<file path="config.mk">
export PLATFORM = sky130hd
export DESIGN_NAME = gfx_reg_bank
export DESIGN_NICKNAME = d
export VERILOG_FILES = /design/src/rtl/gfx_reg_bank.sv
export SDC_FILE = /design/constraint.sdc
export NUM_CORES = 1
export LEC_CHECK = 0
export CAP_MARGIN = 20
export CORE_ASPECT_RATIO = 0.5
export CORE_MARGIN = 1.5
export CORE_UTILIZATION = 54
export CTS_BUF_LIST = sky130_fd_sc_hd__clkbuf_4 sky130_fd_sc_hd__clkbuf_8
export DETAILED_ROUTE_END_ITERATION = 8
export GPL_ROUTABILITY_DRIVEN = 0
export GPL_TIMING_DRIVEN = 1
export PLACE_DENSITY = 0.87
export RECOVER_POWER = 50
export SYNTH_ARGS = -nofsm -noshare
export SYNTH_HDL_FRONTEND = slang
export SYNTH_SLANG_ARGS = --single-unit
export TNS_END_PERCENT = 20
</file>
<file path="constraint.sdc">
create_clock -name clk -period 2.8 [get_ports clk]
set_input_delay 0.7 -clock clk [delete_from_list [all_inputs] [get_ports clk]]
set_output_delay 0.7 -clock clk [all_outputs]
set_load 0.1 [all_outputs]
</file>
<file path="src/rtl/gfx_reg_bank.sv">
// gfx_reg_bank: double-buffered register bank for the graphics renderer.
// CPU writes land in shadow registers; a commit request copies every shadow
// register into the active set at the next end-of-frame, so the renderer
// never sees a partially updated scene. Also keeps a frame counter and a
// one-cycle frame tick.
module gfx_reg_bank #(
    parameter logic [3:0]  GFX_CS    = 4'h2,
    parameter logic [18:0] LAST_ADDR = 19'h4AFFF,
    parameter logic [15:0] ZMAX      = 16'd999
) (
    input  logic        clk,
    input  logic        rst,
    input  logic [3:0]  chipselect,
    input  logic [3:0]  data_address,
    input  logic [15:0] databus,
    input  logic        VGA_ready,
    input  logic [18:0] pixel_address,
    output logic [15:0] paddle_1_x,
    output logic [15:0] paddle_1_y,
    output logic [15:0] paddle_2_x,
    output logic [15:0] paddle_2_y,
    output logic [15:0] ball_x,
    output logic [15:0] ball_y,
    output logic [15:0] ball_z,
    output logic [15:0] player_1_score,
    output logic [15:0] player_2_score,
    output logic [15:0] game_state,
    output logic        commit_pending,
    output logic        frame_tick,
    output logic [15:0] frame_count
);

    localparam int         NUM_REGS    = 10;
    localparam logic [3:0] ADDR_BALL_Z = 4'd6;
    localparam logic [3:0] ADDR_COMMIT = 4'hF;

    typedef enum logic {
        IDLE,
        PENDING
    } commit_state_e;

    // Power-on value of each field; shared by shadow and active copies.
    function automatic logic [15:0] reset_value(input int idx);
        case (idx)
            0:       reset_value = 16'd100;
            1:       reset_value = 16'd200;
            2:       reset_value = 16'd350;
            3:       reset_value = 16'd250;
            4:       reset_value = 16'd305;
            5:       reset_value = 16'd240;
            default: reset_value = 16'd0;
        endcase
    endfunction

    logic [15:0]   shadow_q [NUM_REGS];
    logic [15:0]   active_q [NUM_REGS];
    commit_state_e state_q;
    logic          eof_cond_prev_q;
    logic          frame_tick_q;
    logic [15:0]   frame_count_q;

    logic          wr_en;
    logic          field_wr;
    logic          commit_wr;
    logic [15:0]   wr_data;
    logic          eof_cond;
    logic          eof;

    // Decode the CPU write and detect the rising edge of the end-of-frame condition.
    always_comb begin
        // NOTE: every output of this block gets a default first so no latch is inferred.
        wr_en     = 1'b0;
        field_wr  = 1'b0;
        commit_wr = 1'b0;
        wr_data   = databus;
        eof_cond  = 1'b0;
        eof       = 1'b0;

        wr_en     = (chipselect == GFX_CS);
        field_wr  = wr_en && (data_address < 4'(NUM_REGS));
        commit_wr = wr_en && (data_address == ADDR_COMMIT);
        if (data_address == ADDR_BALL_Z && databus > ZMAX)
            wr_data = ZMAX;
        eof_cond  = VGA_ready && (pixel_address == LAST_ADDR);
        eof       = eof_cond && !eof_cond_prev_q;
    end

    // Shadow registers capture CPU field writes.
    always_ff @(posedge clk) begin
        // NOTE: these register arrays are reset element-by-element because their
        // reset values are architecturally visible; plain storage RAMs would not be.
        if (rst) begin
            for (int i = 0; i < NUM_REGS; i++)
                shadow_q[i] <= reset_value(i);
        end else begin
            for (int i = 0; i < NUM_REGS; i++)
                if (field_wr && data_address == 4'(i))
                    shadow_q[i] <= wr_data;
        end
    end

    // Active registers take the whole shadow set at an eof with a commit pending.
    always_ff @(posedge clk) begin
        if (rst) begin
            for (int i = 0; i < NUM_REGS; i++)
                active_q[i] <= reset_value(i);
        end else if (eof && state_q == PENDING) begin
            // NOTE: non-blocking assignment means this copy sees the shadow values
            // from before any same-cycle write, which is exactly the intended order.
            active_q <= shadow_q;
        end
    end

    // Commit FSM: a commit write arms it, the next eof consumes it.
    always_ff @(posedge clk) begin
        if (rst) begin
            state_q <= IDLE;
        end else begin
            case (state_q)
                IDLE:    if (commit_wr) state_q <= PENDING;
                PENDING: if (eof)       state_q <= IDLE;
                default:                state_q <= IDLE;
            endcase
        end
    end

    // Frame bookkeeping: eof edge detector, tick pulse and frame counter.
    always_ff @(posedge clk) begin
        if (rst) begin
            eof_cond_prev_q <= 1'b0;
            frame_tick_q    <= 1'b0;
            frame_count_q   <= 16'd0;
        end else begin
            eof_cond_prev_q <= eof_cond;
            frame_tick_q    <= eof;
            if (eof)
                frame_count_q <= frame_count_q + 16'd1;
        end
    end

    assign paddle_1_x     = active_q[0];
    assign paddle_1_y     = active_q[1];
    assign paddle_2_x     = active_q[2];
    assign paddle_2_y     = active_q[3];
    assign ball_x         = active_q[4];
    assign ball_y         = active_q[5];
    assign ball_z         = active_q[6];
    assign player_1_score = active_q[7];
    assign player_2_score = active_q[8];
    assign game_state     = active_q[9];
    assign commit_pending = (state_q == PENDING);
    assign frame_tick     = frame_tick_q;
    assign frame_count    = frame_count_q;

endmodule

</file>
=== Word-level counts from Yosys, hierarchy flattened ===
Index checks and enable logic that the tools add are counted.

* Add/sub/neg operators: 1
* $mul: 0
* Div/mod/pow operators: 0
* $lt $le $gt $ge: 2
* Equal/unequal tests: 12
* Shift-type cells: 0
* Multiplexer cells: 4
* Bitwise operators: 1
* Reduce and logical (&&, ||, !) cells: 18

{| class="wikitable"
|+ Operators by type and width
! operator !! number
|-
| 19-bit equality test (second input constant) || 1
|-
| 16-bit by 1-bit adder with 16-bit output (second input constant) || 1
|-
| 4-bit by 3-bit equality test with 1-bit output (second input constant) || 4
|-
| 16-bit by 10-bit greater-than comparator with 1-bit output (second input constant) || 1
|-
| 1-bit logical AND || 16
|-
| 16-bit two-way mux || 1
|-
| 4-bit by 2-bit equality test with 1-bit output (second input constant) || 3
|-
| 4-bit equality test (second input constant) || 3
|-
| 4-bit by 1-bit equality test with 1-bit output (second input constant) || 1
|-
| 4-bit zero test || 1
|-
| 4-bit less-than comparator (second input constant) || 1
|-
| 1-bit two-way mux || 2
|-
| 1-bit case mux with 2 select lines || 1
|-
| 1-bit zero test || 1
|-
| 1-bit inverter || 1
|}

* Register bits: 339
* Bits in latches: 0
* Bits in writable memories: 0
* ROM bits: 0
* Output and inout bits: 178
* Word-level logic and storage cells: 62
* Memories: 0

=== Logic depth before layout (Yosys ltp) ===
* Depth after elaboration: 5
* Mapped depth: 8
* Depth with buffers taken out: 6

=== Worst setup path before layout ===
Ideal clock, no wire load.

* Path kind: flip-flop to flip-flop
* Start: reg frame_count_q[0], in the netlist frame_count[0]
* End: reg frame_count_q[8], in the netlist frame_count[8]
* Library setup time: 67 ps
* Arrival time: 2,277 ps
* Slack: 456 ps
* Stages on the path, launching flop included: 7
* Buffers on the path: 0
* Period minus slack after synthesis: 2,344 ps
* Cell sequence: dfxtp_1 > ha_1 > nand2_1 > nor4_1 > nand4_1 > xor2_1 > nor2_1

* Cells in the longest elaborated chain, start to end: 1

{| class="wikitable"
|+ RTL lines
! what !! RTL line !! source
|-
| start: declaration || 60 || <nowiki>logic [15:0] frame_count_q;</nowiki>
|-
| start signal: assignment || 137 || <nowiki>frame_count_q <= frame_count_q + 16'd1;</nowiki>
|-
| 16-bit by 1-bit adder with 16-bit output || 137 ||
|}

No other way between the ends.
A chain may end at the register's enable or synchronous reset.

=== Worst setup path after layout ===
* Start: in pixel_address[16]
* End: reg active_q, in the netlist player_1_score[6]

* Cells in the longest elaborated chain, start to end: 4

{| class="wikitable"
|+ RTL lines
! what !! RTL line !! source
|-
| start: declaration || 17 || <nowiki>input logic [18:0] pixel_address,</nowiki>
|-
| 19-bit equality test || 84 || <nowiki>eof_cond = VGA_ready && (pixel_address == LAST_ADDR);</nowiki>
|-
| 1-bit logical AND || 84 ||
|-
| 1-bit logical AND || 85 || <nowiki>eof = eof_cond && !eof_cond_prev_q;</nowiki>
|-
| 1-bit logical AND || 107 || <nowiki>end else if (eof && state_q == PENDING) begin</nowiki>
|-
| end signal: indexed assignment || 106 || <nowiki>active_q[i] <= reset_value(i);</nowiki>
|-
| end signal: assignment || 110 || <nowiki>active_q <= shadow_q;</nowiki>
|-
| end: declaration || 56 || <nowiki>logic [15:0] active_q [NUM_REGS];</nowiki>
|}

No other way between the ends.

==> out/qor.csv <==
metric,value,unit
io_buffer_count,223,
grt-ovfl-total,0,
totalPowerFinal,9.06,mW
met1_usage,38.2,%
routedWlPerCell,17.1,um
hp-start,ball_z[1]$_SDFFE_PP0P_,
ys_seq_elements,339,
synth_flop_cell,dfxtp_1,
antenna_left,0,
post-route-period-util,92.6,%
clock_skew,0.0174,ns
p_leak,5.43,nW
finalSetupTns,0,ns
clock_path_buffers,3,
drtIter0Drc,1080,
worst-r2r-setup-slack,0.98,ns
hold_path_depth,2,
whs_endpoint,ball_z[1]$_SDFFE_PP0P_,
synth_area,12000,sq um
synth_area_per_cell,8.25,sq um
cp.required,3.22,ns
cts_sinks,339,
worstMarginPinSlew,1.20,ns
cts_root_buf,clkbuf_8,
status,"complete, no violations",
synthCells,1459,
worst_path_largest_cell_delay,0.55,ns
grt_pass1_wl,53300,um
final_area,14700,sq um
synth_warnings,0,
die_y,109,um
cp.arrival,3.01,ns
cts_resized,0,
r2r_start,eof_cond_prev_q$_SDFF_PP0_,
synth_top_area_share,56.4,%
placed_area,14400,sq um
ir_drop,0.351,mV
reg2regPathDepth,5,
final_cells,2021,
drv_slew,0,
grt_use_met3,6.02,%
drive_gt1_share,13.3,%
worstPathCellList,dlygate4sd3_1 -> nand4bb_1 -> nor4_4 -> nand4_1 -> buf_12 -> nand2_1 -> a21oi_1,
ys_types,37,
rr_endpoint,player_1_score[6]$_SDFFE_PP0P_,
hold_buffers,0,
grt_max_degree,161,
drtPass1Iterations,6,
num-fill-cells,1820,
setup_viol_count_final,0,
design.core.area,21800,sq um
initial_core_util,55.3,%
hold_violations,0,
layout.nets,1737,
grtUsageTotal,28.8,%
yosys-top-cells-area,"dfxtp_1 (56%), nand2_1 (15%), a21oi_1 (8.8%)",
syn-num-nets,1506,
dpl.hpwl,23200,um
crit_path_end_kind,flip-flop,
fmax,386,MHz
synth_commonest_cells,"nand2_1 (475), dfxtp_1 (339), a21oi_1 (212)",
drc,0,
finalCriticalPeriod,2.59,ns
critPathSlowestCell,dlygate4sd3_1,
yosysTopAreaCell,dfxtp_1,
die_w,214,um
insertedDiodeCount,0,
hp-class,flip-flop to flip-flop,
dp_cells,1943,
critPathKind,input port to flip-flop,
rsz0062_at_grt,no,
grt_pass1_vias,10200,
busiest_layer,met2,
insertion_delay,0.56,ns
relSlewSlack,20.0,%
ys_seq_area_share,56.4,%
areaGrowthSynthToFinish,22.6,%
ios,224,
cts_buffers,45,
met2_usage,46.5,%
ys_async_sr_fraction,0,%
cellPowerDensity,614,nW/um^2
synth_most_common_cell,nand2_1,
cts_setup_buffers,0,
cts_tree,yes,
maxCapViolCount,0,
avgViaCountPerCell,5.50,
dieArea,23200,sq um
htree_levels,2,
wirelength,34700,um
cts.clk_slew.worst_paths,0.06,ns
synth_edf_count,0,
cp_max_fo,160,
row_count,38,
startpoint_type,input port,
via_count,11100,
antenna_found_initial,1,
-- cell families after synthesis --
kind of cell    count (synthesis)  share of synthesized area (%)
compound gates                280                           13.0
xor+xnor                       12                          0.873
fa+ha+maj                       1                          0.104
buf+inv                       108                           3.82
flops                         339                           56.4
mux                             1                         0.0832
simple gates                  718                           25.7
-- worst max path at each step --
stage / startpoint / to / cells past startpoint
floorplan: frame_count[0]$_SDFFE_PP0P_ / frame_count[8]$_SDFFE_PP0P_ / 6
global placement: pixel_address[16] / ball_x[1]$_SDFFE_PP0P_ / 7
detailed placement: pixel_address[16] / ball_z[8]$_SDFFE_PP0P_ / 7
CTS: pixel_address[16] / ball_z[8]$_SDFFE_PP0P_ / 7
global route: chipselect[0] / shadow_q[107]$_SDFFE_PP0P_ / 7
finish: pixel_address[16] / player_1_score[6]$_SDFFE_PP0P_ / 7
-- power by group --
| group | switching, mW | internal, mW |
|---|---|---|
| combinational | 0.200 | 0.126 |
| sequential | 0.00427 | 4.83 |
| clock | 1.76 | 2.14 |
| total | 1.97 | 7.09 |
-- final cells by class --
type / instances / area [sq um] / area share, %
Clock buffer: 75 / 913 / 6.19
Clock inverter: 3 / 40.0 / 0.272
Inverter: 3 / 11.3 / 0.0764
Multi-Input combinational cell: 1012 / 4770 / 32.4
Sequential cell: 339 / 6790 / 46.0
Tap cell: 300 / 375 / 2.55
Timing Repair Buffer: 289 / 1850 / 12.5
-- layout by cell type (no fill, tap or decap), drive strengths merged, types with 3 or more instances in the layout --
master,count
nand2b,3
nor2,128
clkdlybuf4s50,42
nand3b,47
and4,3
nor2b,3
clkbuf,258
and3,5
nand3,14
nand4bb,3
o21ai,3
buf,62
nand2,475
nand4,11
a211oi,61
a21oi,212
and2,7
nor3,6
nor4,5
inv,3
dfxtp,339
xor2,12
-- critical path: cells and delay by family --
kind,cells,cell delay [ns]
AO/OA/AOI/OAI,1,0.10
buffers and inverters,2,0.81
AND/OR/NAND/NOR,4,1.14
-- stage by stage --
stage | worst slack [ns] | hold slack, ns | util [%]
6_report | 0.206 | 0.449 | 67.7
3_5_place_dp | -0.00727 | 0.444 | 66.2
4_1_cts | 0.569 | 0.453 | 70.6
2_1_floorplan | 0.456 | 0.430 | -
5_1_grt | 0.244 | 0.467 | 67.7
3_3_place_gp | 0.0834 | 0.441 | 66.2
-- metal layers --
layer,share of wire [%],wire length (um)
met1,43,14900
met2,46,16000
met3,7.5,2590
met4,3.4,1160
met5,0.038,13
-- flip-flops by register name, indices dropped and copies added (netlist names), 16 cells and up --
register / cells
player_2_score: 16
frame_count: 16
ball_z: 16
game_state: 16
shadow_q: 160
player_1_score: 16
paddle_1_y: 16
paddle_2_y: 16
paddle_1_x: 16
ball_y: 16
paddle_2_x: 16
ball_x: 16
Power figures use the tool's default switching activity.
